--- config.mk ---
export PLATFORM = sky130hd
export DESIGN_NAME = denorm_shift
export DESIGN_NICKNAME = d
export VERILOG_FILES = /design/src/rtl/denorm_shift_pkg.sv /design/src/rtl/denorm_shift_rshift_stage.sv /design/src/rtl/denorm_shift.sv
export SDC_FILE = /design/constraint.sdc
export NUM_CORES = 1
export LEC_CHECK = 0
export ABC_AREA = 1
export CAP_MARGIN = 30
export CORE_MARGIN = 10
export CORE_UTILIZATION = 45
export DETAILED_ROUTE_END_ITERATION = 7
export GPL_ROUTABILITY_DRIVEN = 0
export PLACE_DENSITY = 0.84
export SLEW_MARGIN = 25
export SYNTH_ARGS = -nofsm -noshare
export SYNTH_HDL_FRONTEND = slang
export SYNTH_SLANG_ARGS = --single-unit
--- constraint.sdc ---
create_clock -name clk -period 1 [get_ports clk]
set_input_delay 0.15 -clock clk [delete_from_list [all_inputs] [get_ports clk]]
set_output_delay 0.15 -clock clk [all_outputs]
set_load 0.02 [all_outputs]
--- src/rtl/denorm_shift_pkg.sv ---
// Shared sizing for the denormalising shifter, plus the clog2 / shift-overflow
// macros also used by the clz normaliser.
`ifndef DENORM_UTILS_DEFS
`define DENORM_UTILS_DEFS
`define CLOG2(x) $clog2(x)
`define SH_OVF(sh, lim) ((sh) >= (lim))
`endif

package denorm_shift_pkg;
   localparam int DS_BITS_IN   = 16;
   localparam int DS_BITS_SH   = `CLOG2(DS_BITS_IN) + 1;
   localparam int DS_FINE_BITS = 2;
endpackage

--- src/rtl/denorm_shift_rshift_stage.sv ---
// One registered right-shift step. Amount bits below `step` are ignored, so the
// same block serves as the coarse and the fine stage. Sticky exists only with STICKY_EN.
module rshift_stage #(
   parameter int bits_in = 16,
   parameter int sh_bits = 5,
   parameter int step    = 1
) (
   input  logic               clk,
   input  logic               rst,
   input  logic               i_en,
   input  logic               i_ovf,
   input  logic [sh_bits-1:0] i_amt,
   input  logic [bits_in-1:0] i_data,
`ifdef STICKY_EN
   input  logic               i_sticky,
   output logic               o_sticky,
`endif
   output logic [bits_in-1:0] o_data
);
   localparam logic [sh_bits-1:0] LOW_MASK = sh_bits'(step - 1);

   logic [sh_bits-1:0] w_amt;
   logic [bits_in-1:0] r_data;

   assign w_amt  = i_amt & ~LOW_MASK;
   assign o_data = r_data;

   always_ff @(posedge clk) begin
      if (rst)       r_data <= '0;
      else if (i_en) r_data <= i_ovf ? '0 : (i_data >> w_amt);
   end

`ifdef STICKY_EN
   logic w_lost;
   logic r_sticky;

   // Bits below the shift amount fall off the bottom.
   assign w_lost   = |(i_data & ~({bits_in{1'b1}} << w_amt));
   assign o_sticky = r_sticky;

   always_ff @(posedge clk) begin
      if (rst)       r_sticky <= 1'b0;
      else if (i_en) r_sticky <= i_sticky | (i_ovf ? |i_data : w_lost);
   end
`endif
endmodule

--- src/rtl/denorm_shift.sv ---
// Two-stage pipelined right shifter re-inserting leading zeros, with valid/ready.
// Define STICKY_EN to add the sticky output (OR of every bit shifted out).
module denorm_shift
   import denorm_shift_pkg::*;
#(
   parameter int bits_in   = DS_BITS_IN,
   parameter int bits_sh   = DS_BITS_SH,
   parameter int fine_bits = DS_FINE_BITS
) (
   input  logic               clk,
   input  logic               rst,
   input  logic [bits_in-1:0] b,
   input  logic [bits_sh-1:0] sh,
   input  logic               vin,
   output logic               rin,
   output logic [bits_in-1:0] pout,
   output logic               vout,
`ifdef STICKY_EN
   output logic               sticky,
`endif
   input  logic               rout
);
   localparam logic [bits_sh-1:0] LIM = bits_sh'(bits_in);

   logic                 w_stall;
   logic                 w_en;
   logic                 w_ovf;
   logic [bits_in-1:0]   w_s1_data;
   logic [bits_sh-1:0]   w_fine_amt;
   logic                 r_s1_valid;
   logic                 r_vout;
   logic                 r_s1_ovf;
   logic [fine_bits-1:0] r_s1_fine;

   // No skid buffer: upstream ready drops in the same cycle the output stalls.
   assign w_stall    = r_vout & ~rout;
   assign w_en       = ~w_stall;
   assign rin        = w_en;
   assign vout       = r_vout;
   assign w_ovf      = `SH_OVF(sh, LIM);
   assign w_fine_amt = bits_sh'(r_s1_fine);

   always_ff @(posedge clk) begin
      if (rst) begin
         r_s1_valid <= 1'b0;
         r_vout     <= 1'b0;
         r_s1_ovf   <= 1'b0;
         r_s1_fine  <= '0;
      end else if (w_en) begin
         r_s1_valid <= vin;
         r_vout     <= r_s1_valid;
         r_s1_ovf   <= w_ovf;
         r_s1_fine  <= sh[fine_bits-1:0];
      end
   end

`ifdef STICKY_EN
   logic w_s1_sticky;
`endif

   rshift_stage #(.bits_in(bits_in), .sh_bits(bits_sh), .step(1 << fine_bits)) u_coarse (
      .clk      (clk),
      .rst      (rst),
      .i_en     (w_en),
      .i_ovf    (w_ovf),
      .i_amt    (sh),
      .i_data   (b),
`ifdef STICKY_EN
      .i_sticky (1'b0),
      .o_sticky (w_s1_sticky),
`endif
      .o_data   (w_s1_data)
   );

   rshift_stage #(.bits_in(bits_in), .sh_bits(bits_sh), .step(1)) u_fine (
      .clk      (clk),
      .rst      (rst),
      .i_en     (w_en),
      .i_ovf    (r_s1_ovf),
      .i_amt    (w_fine_amt),
      .i_data   (w_s1_data),
`ifdef STICKY_EN
      .i_sticky (w_s1_sticky),
      .o_sticky (sticky),
`endif
      .o_data   (pout)
   );
endmodule

==> out/qor.log <==
[outcome] outcome finished with violations
[outcome] violated checks negative setup slack
[cells_and_area] post-layout net count 361
[clock_network] clock buffers created by TritonCTS 5
[setup_path] data arrival time of the worst path 1.28 ns
[sta] unrepaired setup endpoints after global routing true
[clock_network] CTS tree done
[sta] smallest setup slack after layout -0.0650 ns
[global_route] antenna violations before repair 0
[die] Core Area 4030 um2
[cells_and_area] number of non-filler instances in the completed layout 387
[logic_synthesis] synth top area cells dfxtp_1, nand2_1, nand3_1, a21oi_1, buf_4
[drt] 1st-iter DRT viols 194
[sta] final period utilization 107%
[drt] remaining number of nets flagged by the antenna check after routing 0
[min_path] path category of the worst min-delay check input port to flop
[drt] highest routing layer actually used met4
[logic_synthesis] count of unique library cells instantiated by Yosys 16
[drt] number of vias in the routed layout 2,024
[logic_synthesis] largest area contributor in the synthesized netlist dfxtp_1
[logic_synthesis] flop and latch count out of synthesis 37
[place] cell count after placement 379
[sta] worst clock skew 0.00458 ns
[logic_synthesis] Synth top area share 39.5%
[clock_network] # H-tree levels 2
[logic_synthesis] post-synthesis instance total 287
[global_route] Global Route Usage Sum 13.6%
[cells_and_area] final antenna diode count 0
[cells_and_area] core occupancy in the finished layout 62.1%
[pwr] PnR Total Power 0.00335 W
[job] max-cap viol count 0
[pwr] power per unit of standard cell area 1340 nW/um2
[logic_synthesis] post-synthesis instance area 1880 um2
[global_route] first-pass GRT wire length 8.37 mm
[setup_path] startpoint types flop
[clock_network] number of setup buffers added after CTS 0
[place] Port Buffers 42
[die] total I/O pin count 43
[logic_synthesis] Synth top cells by count nand2_1, nand3_1, dfxtp_1
[logic_synthesis] proportion of synthesized chip area in sequential cells 39.5%
[setup_path] setup slack of the most critical reg-to-reg path -0.07 ns
[drt] met2 routed WL 2.28 mm
[logic_synthesis] share of synthesized registers carrying an async set or reset 0%
[drt] WL met1 2.01 mm
[logic_synthesis] Synthesis Warnings 0
[setup_path] Req. time, crit path 1.21 ns
[sta] final number of hold-violating endpoints 0
[cells_and_area] layout overhead on the synthesized area 33.5%
[logic_synthesis] number of nets in the synthesized netlist 312
[setup_path] element type at the critical path end flop
[sta] Final Setup Violations 36
[clock_network] CTS root buf clkbuf_8
[place] final HPWL from detailed placement 3.60 mm
[setup_path] Max Fanout on Critical Path 17
[global_route] residual overflow from global routing 0
[drt] ratio of routed vias to standard cells 5.23
[die] cell row count 23
[logic_synthesis] number of synthesized flops with an enable pin 0
[die] die height 84.6 um
[clock_network] Clock Latency Late Sink 0.30 ns
[global_route] maximum number of pins on one net before global-route repair 32
[setup_path] worst setup path class flop to flop
[logic_synthesis] most common cell in the netlist nand2_1
[sta] transition time at the pin with the least slew margin 0.186 ns
[die] starting utilization of the core area 46.6%
[clock_network] number of buffers between clock root and the deepest sink 2
[clock_network] clock-pin slew on the worst setup and hold paths 0.07 ns
[global_route] via count of the first global-routing pass 1,888
[cells_and_area] layout cell share with drive strength beyond 1 17.5%
[logic_synthesis] synthesized area per cell 6.54 um2
[drt] WL met3 430 um
[drt] wire length reported by the detailed router 4.82 mm
[die] total die area 7150 um2
[die] horizontal die dimension 84.6 um
[sta] headroom to the max-slew limit 87.6%
[place] worst slack, placed -0.486 ns
[sta] shortest period the worst path allows 1.07 ns
[sta] final max-slew violation count 0
[drt] number of remaining DRC errors 0
[sta] top achievable clock speed 939 MHz
[logic_synthesis] most instantiated flip-flop cell in the synthesis netlist dfxtp_1
[drt] DR WL/cell 12.5 um
[drt] first-pass iteration count of the detailed router 4
[pwr] maximum resistive drop on vdd 0.000553 V
[pwr] Leakage 1.07 nW
[clock_network] clk sinks 37
-- report_power, final --
part	total, W	leakage [nW]	switching (W)	internal, W
sequential	0.00159	0.303	0.0000439	0.00155
clock	0.00104	0.0439	0.000559	0.000481
combinational	0.000715	0.720	0.000382	0.000333
-- per-layer routing --
metal	vias to the layer above	GRT usage (%)
li1	1051	-
met1	891	16.0
met2	74	21.8
met3	8	4.73
met4	0	6.29
met5	-	0
-- through the flow --
step	setup TNS (ns)	hold WS, ns	instance area (um2)
after detailed placement	-15.32	0.439	2460
after floorplan	-0.659	0.326	1900
after CTS	-1.63	0.436	2480
after global routing	-4.08	0.339	2500
after global placement	-14.42	0.437	2460
final	-1.31	0.280	2500
-- timing repair --
action | 4_1_cts | 5_1_grt
endpoints found under the setup margin | 54 | 37
pin swaps | 0 | 1
endpoints found under the hold margin | 0 | 0
gates resized for setup | 77 | 9
hold buffers | 0 | 0
-- state kept, by name (all words and copies together), names as in the netlist --
| name | cells |
|---|---|
| r_s1_fine | 2 |
| u_fine.o_data | 16 |
| vout | 1 |
| r_s1_valid | 1 |
| r_s1_ovf | 1 |
| u_coarse.o_data | 16 |
-- layout make-up --
type | instances | area (um2)
Tap cell | 50 | 62.6
Fill cell | 389 | 1530
Clock buffer | 5 | 68.8
Clock inverter | 3 | 17.5
Inverter | 11 | 43.8
Multi-Input combinational cell | 220 | 1010
Timing Repair Buffer | 61 | 556
Sequential cell | 37 | 746
-- logic make-up after synthesis --
| logic type | count (synthesis) | synth area share, % |
|---|---|---|
| DFF | 37 | 39.5 |
| AOI/OAI and AO/OA | 39 | 10.9 |
| buffers and inverters | 30 | 8.14 |
| and+or+nand+nor | 181 | 41.4 |
-- placed cells by master (no fill, tap or decap), types with 2 or more instances in the layout --
master / instances
inv_1: 9
buf_6: 2
buf_2: 17
nor2_2: 3
nand3b_1: 3
clkinv_2: 2
a211oi_1: 4
buf_12: 5
clkbuf_8: 5
nand2_1: 104
a21oi_2: 2
dfxtp_1: 35
a21oi_1: 31
o21ai_0: 2
clkdlybuf4s50_1: 23
nor2_1: 5
nand2_2: 3
nor2_4: 2
buf_4: 12
nand3_1: 61
-- worst paths after layout --
check | start | endpoint | cells past startpoint
setup / recovery | vout | r_s1_fine[1] | 5
hold / removal | rout | vout | 5
setup reg to reg | vout | r_s1_fine[1] | 5
hold reg to reg | r_s1_valid | vout | 2
-- critical path: stages (launching register included) --
cell,delay [ns]
dfxtp_4,0.36
inv_2,0.04
nor2_4,0.17
buf_6,0.19
nor2_1,0.05
a211oi_1,0.16
(Power assumes the default switching activity.)
==> patch 1, RTL diff (same settings) <==
Change the package constant `DS_BITS_IN` from 16 to 20.
--- a/src/rtl/denorm_shift_pkg.sv
+++ b/src/rtl/denorm_shift_pkg.sv
@@ -8,5 +8,5 @@
 
 package denorm_shift_pkg;
-   localparam int DS_BITS_IN   = 16;
+   localparam int DS_BITS_IN   = 20;
    localparam int DS_BITS_SH   = `CLOG2(DS_BITS_IN) + 1;
    localparam int DS_FINE_BITS = 2;
Ports: changed (resized b, pout and sh); port bits go from 43 to 52. The function was not compared with the original's and may differ.
==> patch 1 against the original RTL <==
The run still ends with setup timing left. Setup slack worse by 0.096 ns. Cell area is 52% higher. Final cell count is 41% higher. Sequential cell count is 8 higher. Routed wire length is 77% higher. Total power is 35% higher. Critical path depth is 1 higher. Non-clock buffer count is 37 higher. Fmax is 8.3% lower. Synthesized area is 42% higher. Utilization is 5.4 points higher. Critical path type unchanged. Largest cell class unchanged.
==> patch 1: results (changes against the original RTL) <==
| Metric | Value |
|---|---|
| Top cells by area, synth | `dfxtp_1 34%, nand2_1 16%, o211ai_1 8.7% (was dfxtp_1 39%, nand2_1 21%, nand3_1 16%)` |
| Vias after detailed routing | `2994 (was 2024)` |
| Least-Margin Pin Slew | `0.2769 ns (was 0.1856 ns)` |
| Total negative slack for setup checks | `-3.891 ns (was -1.310 ns)` |
| Non-filler cells in the finished layout | `544 (was 387)` |
| Detailed router's first-iteration violation count | `233 (was 194)` |
| P_leak | `1.515 nW (was 1.067 nW)` |
| Period Utilization, post-route | `116.1% (was 106.5%)` |
| Fraction of the mapped netlist area in compound gates | `22.89% (was 10.94%)` |
| Number of instances in the placed design | `521 (was 379)` |
| Violated checks | `setup timing (unchanged)` |
| Wire length of the first global-routing pass | `13100 µm (was 8369 µm)` |
| Number of global-route vias before repair | `2823 (was 1888)` |
| Total half-perimeter wirelength after legalization and detailed placement | `5318 µm (was 3599 µm)` |
| Global-route met1 utilization | `18.79% (was 16.00%)` |
| Largest net degree at the start of global routing | `26 (was 32)` |
| # nets final | `501 (was 361)` |
| Placement Cell Area | `3382 µm² (was 2464 µm²)` |
| Worst Setup Slack post-DPL | `-0.5910 ns (was -0.4862 ns)` |
| Status | `finished with violations (unchanged)` |
| Filler instances | `457 (was 389)` |
| Highest ir drop seen on vdd | `0.6245 mV (was 0.5529 mV)` |
| Worst hold slack after final layout | `0.3978 ns (was 0.2803 ns)` |
| Worst Setup Slack, final | `-0.1613 ns (was -0.06503 ns)` |
| Final setup vio count | `45 (was 36)` |
| Syn Nets | `420 (was 312)` |
| Post-synthesis sequential area ratio | `33.77% (was 39.49%)` |
| Register Area | `908.4 µm² (was 745.7 µm²)` |
| Critical path fanouts, max | `8 (was 17)` |
| Global-route track usage on met3 | `4.329% (was 4.734%)` |
| Distinct cell type count after synthesis | `26 (was 16)` |
| Overall routing resource usage | `15.99% (was 13.64%)` |
| Routed wirelength normalized by instance count | `15.66 µm (was 12.46 µm)` |
| Arrival time of the worst setup path | `1.38 ns (was 1.28 ns)` |
patch 1: cell types whose count changed in the layout (fill, tap and decap cells not counted), sizes merged, moves of 11 or more:
cell,delta
o21ai,+15
nand2,+11
buf,+27
inv,+29
nand3,-30
a21oi,+18
o211ai,+31
nor2,+16
patch 1: critical path, stage by stage, from the launching register on:
cell and delay (ns):
dfxtp_4 0.39, inv_2 0.05, nor2_4 0.09, buf_12 0.17, clkbuf_16 0.16, nand2_1 0.06, a21oi_1 0.16
patch 1: path summary, 6_finish.rpt:
kind / from / end / cells past startpoint
min reg2reg: u_fine.o_data[5] / u_fine.o_data[5] / 2
max reg2reg: vout / u_coarse.o_data[1] / 6
max: vout / u_coarse.o_data[1] / 6
min: rout / r_s1_ovf / 4
patch 1: layer usage:
metal / routed length, µm / share of wire (%) / up-vias
li1: - / - / 1449
met1: 3493 / 41 / 1359
met2: 4092 / 48 / 157
met3: 687 / 8.1 / 29
met4: 244 / 2.9 / 0
met5: 0 / 0 / -
patch 1: final cells by class:
cell class                 count  area share [%]
clock buffer                   7           2.267
multi-input combinational    280           40.77
sequential                    45           23.85
inverter                      39           4.402
timing repair inverter         2          0.4599
clock inverter                 1          0.7884
timing repair buffer          98           25.10
tap                           72           2.365
patch 1: logic make-up (layout without fill, tap and decap cells):
family | Yosys count | count (layout)
AOI/OAI and AO/OA | 99 | 99
buffers and inverters | 65 | 147
DFF | 45 | 45
and+or+nand+nor | 181 | 181
patch 1: timing repair:
action,4_1_cts,5_1_grt
setup buffers,4,1
pin swaps,21,12
gates resized for setup,130,25
cloned,4,6
endpoints found under the setup margin,66,50
patch 1: where the power goes:
group,switching (mW),total (mW),internal [mW]
clock network,0.623,1.44,0.815
logic,0.634,1.15,0.519
registers,0.0611,1.93,1.87
total,1.32,4.52,3.20
==> patch 2, RTL diff (config.mk and constraints unchanged) <==
Made on the original files. Put a register stage on the output `pout`, without a reset. The value now appears one clock later. The other outputs are not delayed to match.
--- a/src/rtl/denorm_shift.sv
+++ b/src/rtl/denorm_shift.sv
@@ -22,4 +22,6 @@
 );
    localparam logic [bits_sh-1:0] LIM = bits_sh'(bits_in);
+
+   logic [bits_in-1:0] pout_d;
 
    logic                 w_stall;
@@ -84,6 +86,10 @@
       .o_sticky (sticky),
 `endif
-      .o_data   (pout)
+      .o_data   (pout_d)
    );
+   always_ff @(posedge clk) begin
+      pout <= pout_d;
+   end
+
 endmodule
 
Check against the original RTL: not equivalent (Yosys sat finds a counterexample within 4 cycles, from zero or initial values and one cycle with rst high).
==> patch 2 against the original RTL <==
The run still ends with setup timing left. Total power rose by 26%. Global-route usage shrank 0.92 points. Setup slack lost 0.059 ns. Routed wire length increased by 12%. Count of clock-buffer cells in the layout is 2 higher. Utilization rose by 0.30 points. Sequential cell count increased by 16. Sequential share of layout area grew 5.7 points. Synthesized area is 21% higher. Cell area increased by 20%. Largest power group unchanged. Critical path type unchanged. Die area up 16%.
==> patch 2: results (changes against the original RTL) <==
| Metric | Value |
|---|---|
| P_leak | `1.315 nW (was 1.067 nW)` |
| Worst r2r dst | `u_coarse.o_data[15] (was r_s1_fine[1])` |
| Hold Crit Depth | `0 (was 5)` |
| Total negative slack for setup checks | `-3.055 ns (was -1.310 ns)` |
| Remaining design rule violation count | `0 (unchanged)` |
| Number of global-route vias before repair | `2079 (was 1888)` |
| Syn Nets | `336 (was 312)` |
| Top cells by area, synth | `dfxtp_1 47%, nand2_1 17%, nand3_1 12% (was dfxtp_1 39%, nand2_1 21%, nand3_1 16%)` |
| Final setup vio count | `38 (was 36)` |
| Count of warnings emitted by yosys | `0 (unchanged)` |
| Violated checks | `setup timing (unchanged)` |
| Placement Cell Area | `2804 µm² (was 2464 µm²)` |
| Number of port buffers | `42 (unchanged)` |
| Fraction of layout instances using a drive strength above 1 | `24.38% (was 17.51%)` |
| Internal cell power | `3.115 mW (was 2.359 mW)` |
| Arrival time of the worst setup path | `1.36 ns (was 1.28 ns)` |
| Least-Margin Pin Slew | `0.2715 ns (was 0.1856 ns)` |
| Hold path startpoint | `u_fine.o_data[15] (was rout)` |
| # nets final | `390 (was 361)` |
| Vias after detailed routing | `2177 (was 2024)` |
| Status | `finished with violations (unchanged)` |
| Total half-perimeter wirelength after legalization and detailed placement | `3990 µm (was 3599 µm)` |
| Post-synthesis sequential area ratio | `46.57% (was 39.49%)` |
| Worst clock skew | `0.005971 ns (was 0.004580 ns)` |
| Number of cell instances on the worst register-to-register path | `6 (was 5)` |
| Iteration count of the initial detailed-routing pass | `5 (was 4)` |
| Distinct cell type count after synthesis | `20 (was 16)` |
| Highest ir drop seen on vdd | `0.5699 mV (was 0.5529 mV)` |
| Routed wirelength normalized by instance count | `12.54 µm (was 12.46 µm)` |
| Overall routing resource usage | `12.72% (was 13.64%)` |
| Top post-synthesis cells by count | `105 x nand2_1, 54 x nand3_1, 53 x dfxtp_1 (was 107 x nand2_1, 61 x nand3_1, 37 x dfxtp_1)` |
| Detailed router's first-iteration violation count | `138 (was 194)` |
| Count of endpoints failing hold in the final timing report | `0 (unchanged)` |
| Worst Setup Slack, final | `-0.1242 ns (was -0.06503 ns)` |
| Critical path fanouts, max | `20 (was 17)` |
| Clk buf depth | `2 (unchanged)` |
| Largest net degree at the start of global routing | `21 (was 32)` |
| Initial antenna violation count | `0 (unchanged)` |
| Wire length of the first global-routing pass | `9114 µm (was 8369 µm)` |
| Worst hold path endpoint | `pout[15] (was vout)` |
| H-tree Lvls | `2 (unchanged)` |
| Class of the tightest hold or removal check | `reg -> reg (was in -> reg)` |
-- patch 2: cell count changes after synthesis, sizes merged --
cell	unedited run	this run
o21ai	2	10
nand2	107	105
inv	11	25
or2	0	1
nand3	61	54
a21oi	33	32
o211ai	0	3
a211oi	4	1
nor2	10	8
dfxtp	37	53
clkbuf	4	1
-- patch 2: per-stage QoR --
step	util (%)	setup slack [ns]	hold WS, ns	std cells	total power, mW
floorplan	-	-0.07848	0.3311	311	2.754
global placement	58.21	-0.6468	0.3357	423	3.026
detailed placement	58.21	-0.6383	0.3367	423	3.045
CTS	60.13	-0.1229	0.3539	432	4.191
global route	62.44	-0.1826	0.3651	432	4.415
finish	62.44	-0.1242	0.3531	432	4.206
-- patch 2: repair_timing --
action	in CTS	in global routing
gates resized for setup	98	30
pin swaps	0	2
buffers inserted	2	0
endpoints found under the setup margin	54	38
-- patch 2: final cells by class --
| class | count | area (µm²) |
|---|---|---|
| Tap cell | 67 | 83.83 |
| Clock buffer | 7 | 86.33 |
| Multi-Input combinational cell | 217 | 1116 |
| Inverter | 25 | 98.84 |
| Fill cell | 444 | 1809 |
| Timing Repair Buffer | 63 | 556.8 |
| Sequential cell | 53 | 1066 |
-- patch 2: how the worst max path moves through the flow --
stage,startpoint,end,slack (ns),depth (start not counted)
after CTS,vout,u_fine.o_data[0],-0.12,6
final,vout,u_coarse.o_data[15],-0.12,6
after floorplan,vout,u_fine.o_data[10],-0.08,6
after global routing,vout,r_s1_valid,-0.18,6
after global placement,rout,rin,-0.65,4
after detailed placement,rout,rin,-0.64,4
-- patch 2: cells by family after synthesis --
| group | synth area share, % |
|---|---|
| DFF | 46.57 |
| buffers and inverters | 10.27 |
| and+or+nand+nor | 32.62 |
| AOI/OAI and AO/OA | 10.54 |
-- patch 2: power groups by stage --
stage               combinational (mW)  sequential, mW  clock, mW
floorplan                        0.394            2.36          0
global placement                 0.707            2.32          0
detailed placement               0.723            2.32          0
CTS                              0.736            2.27       1.18
global route                     0.865            2.29       1.26
finish                           0.784            2.27       1.15
-- patch 2: worst max-delay path: cells and delay by family (launching register included) --
kind,cells,cell delay (ns)
flip-flops,1,0.36
buffers and inverters,3,0.30
AND/OR/NAND/NOR,2,0.26
AO/OA/AOI/OAI,1,0.13
-- patch 2: routing by layer --
layer	vias up	part of all wire, %	wire [µm]	GRT usage, %
met5	-	0	0	0
met4	0	2.1	114	4.308
met3	12	9.6	522	5.761
met2	78	49	2637	20.94
met1	975	40	2144	14.28
li1	1112	-	-	-
